$ cat config.mk
export PLATFORM = sky130hd
export DESIGN_NAME = serial_mult_unit
export DESIGN_NICKNAME = d
export VERILOG_FILES = /design/src/rtl/serial_mult_unit.sv
export SDC_FILE = /design/constraint.sdc
export NUM_CORES = 1
export LEC_CHECK = 0
export BUFFER_PORTS_ARGS = -buffer_cell sky130_fd_sc_hd__buf_4
export CELL_PAD_IN_SITES_DETAIL_PLACEMENT = 1
export CELL_PAD_IN_SITES_GLOBAL_PLACEMENT = 1
export CORE_MARGIN = 2
export CORE_UTILIZATION = 47
export CTS_CLUSTER_DIAMETER = 80
export DETAILED_ROUTE_END_ITERATION = 8
export PLACE_DENSITY = 0.8
export SLEW_MARGIN = 40
export SYNTH_ARGS = -nofsm -noshare
export SYNTH_HDL_FRONTEND = slang
export SYNTH_SLANG_ARGS = --single-unit
export TNS_END_PERCENT = 30
$ cat constraint.sdc
create_clock -name clk -period 3.67 [get_ports clk]
set_input_delay 0.9175 -clock clk [delete_from_list [all_inputs] [get_ports clk]]
set_output_delay 0.9175 -clock clk [all_outputs]
set_load 0.01 [all_outputs]
$ cat src/rtl/serial_mult_unit.sv
// Serial shift-add multiplier / multiply-accumulator with push-button nibble entry.
// Define SERIAL_MULT_DEBOUNCE_EN to build the debouncer on the synchronised load button.
module serial_mult_unit #(
    parameter int unsigned OPW       = 8,
    parameter int unsigned NIB_W     = 4,
    parameter int unsigned DB_CYCLES = 256,
    localparam int unsigned NBYTES   = (2 * OPW) / 8,
    localparam int unsigned BSW      = (NBYTES > 1) ? $clog2(NBYTES) : 1
) (
    input  logic             clk,
    input  logic             reset,
    input  logic [NIB_W-1:0] data_in,
    input  logic             valid,
    input  logic             mode,
    input  logic             clr_acc,
    input  logic [BSW-1:0]   byte_sel,
    output logic [7:0]       data_out,
    output logic             busy,
    output logic             done
);

    localparam int unsigned PW   = 2 * OPW;
    localparam int unsigned NGRP = PW / NIB_W;
    localparam int unsigned LCW  = (NGRP > 1) ? $clog2(NGRP) : 1;
    localparam int unsigned SCW  = (OPW > 1) ? $clog2(OPW) : 1;

    if ((OPW % NIB_W) != 0 || (PW % 8) != 0 || DB_CYCLES == 0) begin : g_param_check
        $error("serial_mult_unit: illegal parameter combination");
    end

    typedef enum logic {
        StIdle,
        StMult
    } state_e;

    // Button synchroniser
    logic sync1_q, sync1_d;
    logic sync2_q, sync2_d;
    logic valid_db;

    always_comb begin
        sync1_d = valid;
        sync2_d = sync1_q;
    end

    always_ff @(posedge clk) begin
        if (reset) begin
            sync1_q <= 1'b0;
            sync2_q <= 1'b0;
        end else begin
            sync1_q <= sync1_d;
            sync2_q <= sync2_d;
        end
    end

`ifdef SERIAL_MULT_DEBOUNCE_EN
    localparam int unsigned DBW = $clog2(DB_CYCLES + 1);

    logic [DBW-1:0] db_cnt_q, db_cnt_d;
    logic           valid_db_q, valid_db_d;

    // Counter only advances while the synchronised level disagrees with the filtered one.
    always_comb begin
        db_cnt_d   = '0;
        valid_db_d = valid_db_q;
        if (sync2_q != valid_db_q) begin
            if (db_cnt_q == DBW'(DB_CYCLES - 1)) begin
                valid_db_d = sync2_q;
            end else begin
                db_cnt_d = db_cnt_q + 1'b1;
            end
        end
    end

    always_ff @(posedge clk) begin
        if (reset) begin
            db_cnt_q   <= '0;
            valid_db_q <= 1'b0;
        end else begin
            db_cnt_q   <= db_cnt_d;
            valid_db_q <= valid_db_d;
        end
    end

    assign valid_db = valid_db_q;
`else
    assign valid_db = sync2_q;
`endif

    // Rising-edge detect of the filtered button
    logic vdb_prev_q, vdb_prev_d;
    logic load_pulse;

    always_comb begin
        vdb_prev_d = valid_db;
        load_pulse = valid_db & ~vdb_prev_q;
    end

    // Operand entry
    logic [PW-1:0]  operand_q, operand_d;
    logic [LCW-1:0] ld_cnt_q, ld_cnt_d;
    logic           start;
    state_e         state_q, state_d;

    always_comb begin
        operand_d = operand_q;
        ld_cnt_d  = ld_cnt_q;
        start     = 1'b0;
        if (load_pulse && (state_q == StIdle)) begin
            operand_d = {operand_q[PW-NIB_W-1:0], data_in};
            if (ld_cnt_q == LCW'(NGRP - 1)) begin
                ld_cnt_d = '0;
                start    = 1'b1;
            end else begin
                ld_cnt_d = ld_cnt_q + 1'b1;
            end
        end
    end

    // Shift-add datapath and control
    logic [PW-1:0]  mcand_q, mcand_d;
    logic [OPW-1:0] mplier_q, mplier_d;
    logic [PW-1:0]  acc_q, acc_d;
    logic [SCW-1:0] step_q, step_d;
    logic           mode_q, mode_d;
    logic           busy_q, busy_d;
    logic           done_q, done_d;

    always_comb begin
        state_d  = state_q;
        busy_d   = busy_q;
        done_d   = 1'b0;
        mcand_d  = mcand_q;
        mplier_d = mplier_q;
        acc_d    = acc_q;
        step_d   = step_q;
        mode_d   = mode_q;
        unique case (state_q)
            StIdle: begin
                // Operands come from operand_d so the final group is already included.
                if (start) begin
                    state_d  = StMult;
                    busy_d   = 1'b1;
                    mcand_d  = {{OPW{1'b0}}, operand_d[PW-1:OPW]};
                    mplier_d = operand_d[OPW-1:0];
                    acc_d    = '0;
                    step_d   = '0;
                    mode_d   = mode;
                end
            end
            StMult: begin
                if (mplier_q[0]) begin
                    acc_d = acc_q + mcand_q;
                end
                mcand_d  = mcand_q << 1;
                mplier_d = mplier_q >> 1;
                step_d   = step_q + 1'b1;
                if (step_q == SCW'(OPW - 1)) begin
                    state_d = StIdle;
                    busy_d  = 1'b0;
                    done_d  = 1'b1;
                end
            end
            default: begin
                state_d = StIdle;
                busy_d  = 1'b0;
            end
        endcase
    end

    always_ff @(posedge clk) begin
        if (reset) begin
            state_q <= StIdle;
            busy_q  <= 1'b0;
            done_q  <= 1'b0;
        end else begin
            state_q <= state_d;
            busy_q  <= busy_d;
            done_q  <= done_d;
        end
    end

    // Result register: written during the done cycle, clr_acc forces a zero base
    logic [PW-1:0] result_q, result_d;
    logic [PW-1:0] base;

    always_comb begin
        base     = clr_acc ? '0 : result_q;
        result_d = base;
        if (done_q) begin
            result_d = mode_q ? (base + acc_q) : acc_q;
        end
    end

    always_ff @(posedge clk) begin
        if (reset) begin
            vdb_prev_q <= 1'b0;
            operand_q  <= '0;
            ld_cnt_q   <= '0;
            mcand_q    <= '0;
            mplier_q   <= '0;
            acc_q      <= '0;
            step_q     <= '0;
            mode_q     <= 1'b0;
            result_q   <= '0;
        end else begin
            vdb_prev_q <= vdb_prev_d;
            operand_q  <= operand_d;
            ld_cnt_q   <= ld_cnt_d;
            mcand_q    <= mcand_d;
            mplier_q   <= mplier_d;
            acc_q      <= acc_d;
            step_q     <= step_d;
            mode_q     <= mode_d;
            result_q   <= result_d;
        end
    end

    // Byte select; unmatched codes leave the output at zero
    always_comb begin
        data_out = '0;
        for (int unsigned i = 0; i < NBYTES; i++) begin
            if (byte_sel == BSW'(i)) begin
                data_out = result_q[8*i +: 8];
            end
        end
    end

    assign busy = busy_q;
    assign done = done_q;

endmodule

==> results.sh <==
export IMPL_htreeDepth=3
export IMPL_finClkSkew_ps=6.90
export IMPL_ir_drop_mv=0.191
export IMPL_avgViaCountPerCell=5.77
export IMPL_portBuffers=19
export IMPL_min_to="sync2_q"
export IMPL_fin_setup_tns_ps=0
export IMPL_grt_pass1_vias=4307
export IMPL_max_slew_worst_pin_slew_ps=705
export IMPL_worstReg2RegEnd="acc_q[12]"
export IMPL_min_delay_path_depth=1
export IMPL_dieArea_um2=10900
export IMPL_coreArea_um2=9770
export IMPL_synth_ff_type="dfxtp_1"
export IMPL_clockRootBuffer="clkbuf_8"
export IMPL_min_period_over_period=0.846
export IMPL_synthesis_area_um2=4750
export IMPL_drive_gt1_frac=0.0950
export IMPL_syn_nets=639
export IMPL_ant_nets=0
export IMPL_hold_buffers=0
export IMPL_diodes=0
export IMPL_p_sw_frac=0.240
export IMPL_synth_edf_count=0
export IMPL_die_h_um=105
export IMPL_clockBufferDepth=2
export IMPL_drt_iter0_markers=125
export IMPL_place_hpwl_mm=8.96
export IMPL_clock_latency_ps=360
export IMPL_netSwitchingPower_mw=0.387
export IMPL_final_core_util=0.530
export IMPL_synth_cell_types=51
export IMPL_cts_setup_buffers=0
export IMPL_ff2ff_path_depth=9
export IMPL_critical_path_max_stage_delay_ps=410
export IMPL_min_path_type="flop to flop"
export IMPL_crit_type="input pin to flop"
export IMPL_gp_congestion=0.875
export IMPL_avgSynthCellArea_um2=7.99
export IMPL_reg2reg_from="acc_q[0]"
export IMPL_start_kind="input pin"
export IMPL_cp_max_fo=17
export IMPL_drc_errors=0
export IMPL_wl_per_cell_um=16.7
export IMPL_drv_cap=0
export IMPL_r2r_slack_ps=870
export IMPL_cp_required_ps=3940
export IMPL_start_util=0.486
export IMPL_final_max_slew_violation_count=0
export IMPL_combPwrFrac=0.025
export IMPL_num_fill_cells=1199
export IMPL_internal_power_mw=1.23
export IMPL_grt_ovfl_total=0
export IMPL_stdcell_count=733
export IMPL_crit_path_top_delay_cell="fa_1"
export IMPL_hold_viol=0
export IMPL_seqPwrFrac=0.541
export IMPL_synth_async_reset_ratio=0
export IMPL_wirelength_mm=12.3
export IMPL_nets=640
export IMPL_status="finished clean"
export IMPL_final_cell_mix="nand2_1 (85), dfxtp_1 (80), a21oi_1 (79)"
export IMPL_mostFrequentLayoutCell="nand2_1"
export IMPL_power_density_nw_per_um2=311
export IMPL_cp_top_family="compound AO/OA/AOI/OAI gates"
export IMPL_grt_pass1_wl_mm=20.7
export IMPL_cp_end_kind="flop"
export IMPL_setup_violations=0
export IMPL_vias=4226
export IMPL_arrival_ps=3380
export IMPL_crit_chain="buf_4 -> nor2b_1 -> ha_1 -> fa_1 -> a21o_1 -> a21oi_1 -> o21ai_0 -> a41oi_1 -> o21ai_0 -> xnor2_1 -> a221oi_1"
export IMPL_post_cts_resize_count=0
export IMPL_grt_usage=0.234
export IMPL_syn_to_final_growth_pct=9.14
export IMPL_die_w_um=105
export IMPL_cts_sinks=80
export IMPL_ys_seq_area_frac=0.337
export IMPL_clkTransAtPathRegs_ps=80
export IMPL_grt_max_degree=47
export IMPL_min_period_ps=3100
export IMPL_slew_headroom=0.530
export IMPL_max_freq_ghz=0.322
export IMPL_power_leakage_nw=2.18
export IMPL_antenna_found_initial=0
export IMPL_firstDrtPassIters=5
export IMPL_yosys_register_bits=80
export IMPL_cts_tree="done"
export IMPL_syn_inst=594
export IMPL_io_pins=20
export IMPL_p_clk_frac=0.434
export IMPL_critPathMostFrequentCell="o21ai_0"
export IMPL_cts_buffers=9
export IMPL_rsz0062_at_grt="no"
export IMPL_yosys_warnings=0
export IMPL_dp_cells=717
export IMPL_cp_num_buf_inv=1
export IMPL_rows=36
export IMPL_min_from="sync1_q"
-- synth_stat cells (11+ instances only) --
| library cell | count | area [um^2] |
|---|---|---|
| nand2_1 | 85 | 319 |
| nor2b_1 | 23 | 144 |
| o21ai_0 | 23 | 115 |
| dfxtp_1 | 80 | 1600 |
| nor2_1 | 69 | 259 |
| a21o_1 | 16 | 120 |
| clkbuf_1 | 26 | 97.6 |
| ha_1 | 33 | 413 |
| a21oi_1 | 79 | 395 |
| xnor2_1 | 13 | 114 |
| mux2i_1 | 11 | 110 |
-- per-stage QoR --
step / power (mW) / area [um^2] / setup slack [ps] / hold slack [ps]
2_1_floorplan: 0.918 / 4750 / 590 / 414
3_3_place_gp: 0.934 / 4970 / 303 / 430
3_5_place_dp: 0.935 / 4970 / 170 / 440
4_1_cts: 1.64 / 5180 / 561 / 458
5_1_grt: 1.68 / 5180 / 379 / 476
6_report: 1.61 / 5180 / 567 / 451
-- worst max path at each step --
stage          startpoint      endpoint  slack, ps  depth (start not counted)
2_1_floorplan     clr_acc  result_q[11]        590                          9
3_3_place_gp      clr_acc  result_q[14]        300                         11
3_5_place_dp      clr_acc  result_q[14]        170                         11
4_1_cts           clr_acc  result_q[14]        560                         11
5_1_grt           clr_acc  result_q[14]        380                         11
6_report          clr_acc  result_q[14]        570                         11
-- worst register-to-register path: stages (launching register included) --
cell	delay, ps
dfxtp_1	370
ha_1	230
fa_1	420
a21oi_1	200
o21ai_1	120
a2111oi_0	430
o21bai_1	200
a21o_1	230
a21o_1	180
a221o_1	300
-- kinds of logic (layout without fill, tap and decap cells) --
| logic type | Yosys count | in the layout | synth area share |
|---|---|---|---|
| AO/OA/AOI/OAI | 188 | 188 | 0.257 |
| XOR/XNOR | 22 | 22 | 0.0406 |
| flip-flops | 80 | 80 | 0.337 |
| AND/OR/NAND/NOR | 210 | 210 | 0.196 |
| multiplexers | 19 | 19 | 0.0422 |
| adder cells (fa/ha/maj) | 35 | 35 | 0.0954 |
| buffers and inverters | 40 | 46 | 0.0319 |
-- state kept, by name, indices dropped and copies added (netlist names) --
| signal | cells |
|---|---|
| state_q | 1 |
| operand_q | 12 |
| sync2_q | 1 |
| mcand_q | 16 |
| busy | 1 |
| vdb_prev_q | 1 |
| sync1_q | 1 |
| mplier_q | 8 |
| done | 1 |
| mode_q | 1 |
| acc_q | 16 |
| step_q | 3 |
| result_q | 16 |
| ld_cnt_q | 2 |
-- area by class of cell --
type,instances,area (um^2),share of cell area
multi-input combinational,474,3000,0.578
clock buffer,10,138,0.0266
tap,133,166,0.0321
clock inverter,6,75.1,0.0145
sequential,80,1600,0.309
inverter,5,18.8,0.00362
timing repair buffer,25,188,0.0362
-- metal layers --
layer,GRT usage,wire length (um)
met1,0.280,5550
met2,0.423,6260
met3,0.0370,263
met4,0.0782,181
met5,0,0
-- power by group through the flow --
| stage | Combinational (mW) | Clock [mW] | Sequential [mW] |
|---|---|---|---|
| floorplan | 0.0253 | 0 | 0.893 |
| global placement | 0.0397 | 0 | 0.894 |
| detailed placement | 0.0404 | 0 | 0.894 |
| CTS | 0.0405 | 0.727 | 0.874 |
| global route | 0.0447 | 0.757 | 0.875 |
| finish | 0.0402 | 0.700 | 0.874 |
No activity file was read; power rests on OpenSTA's default activity.
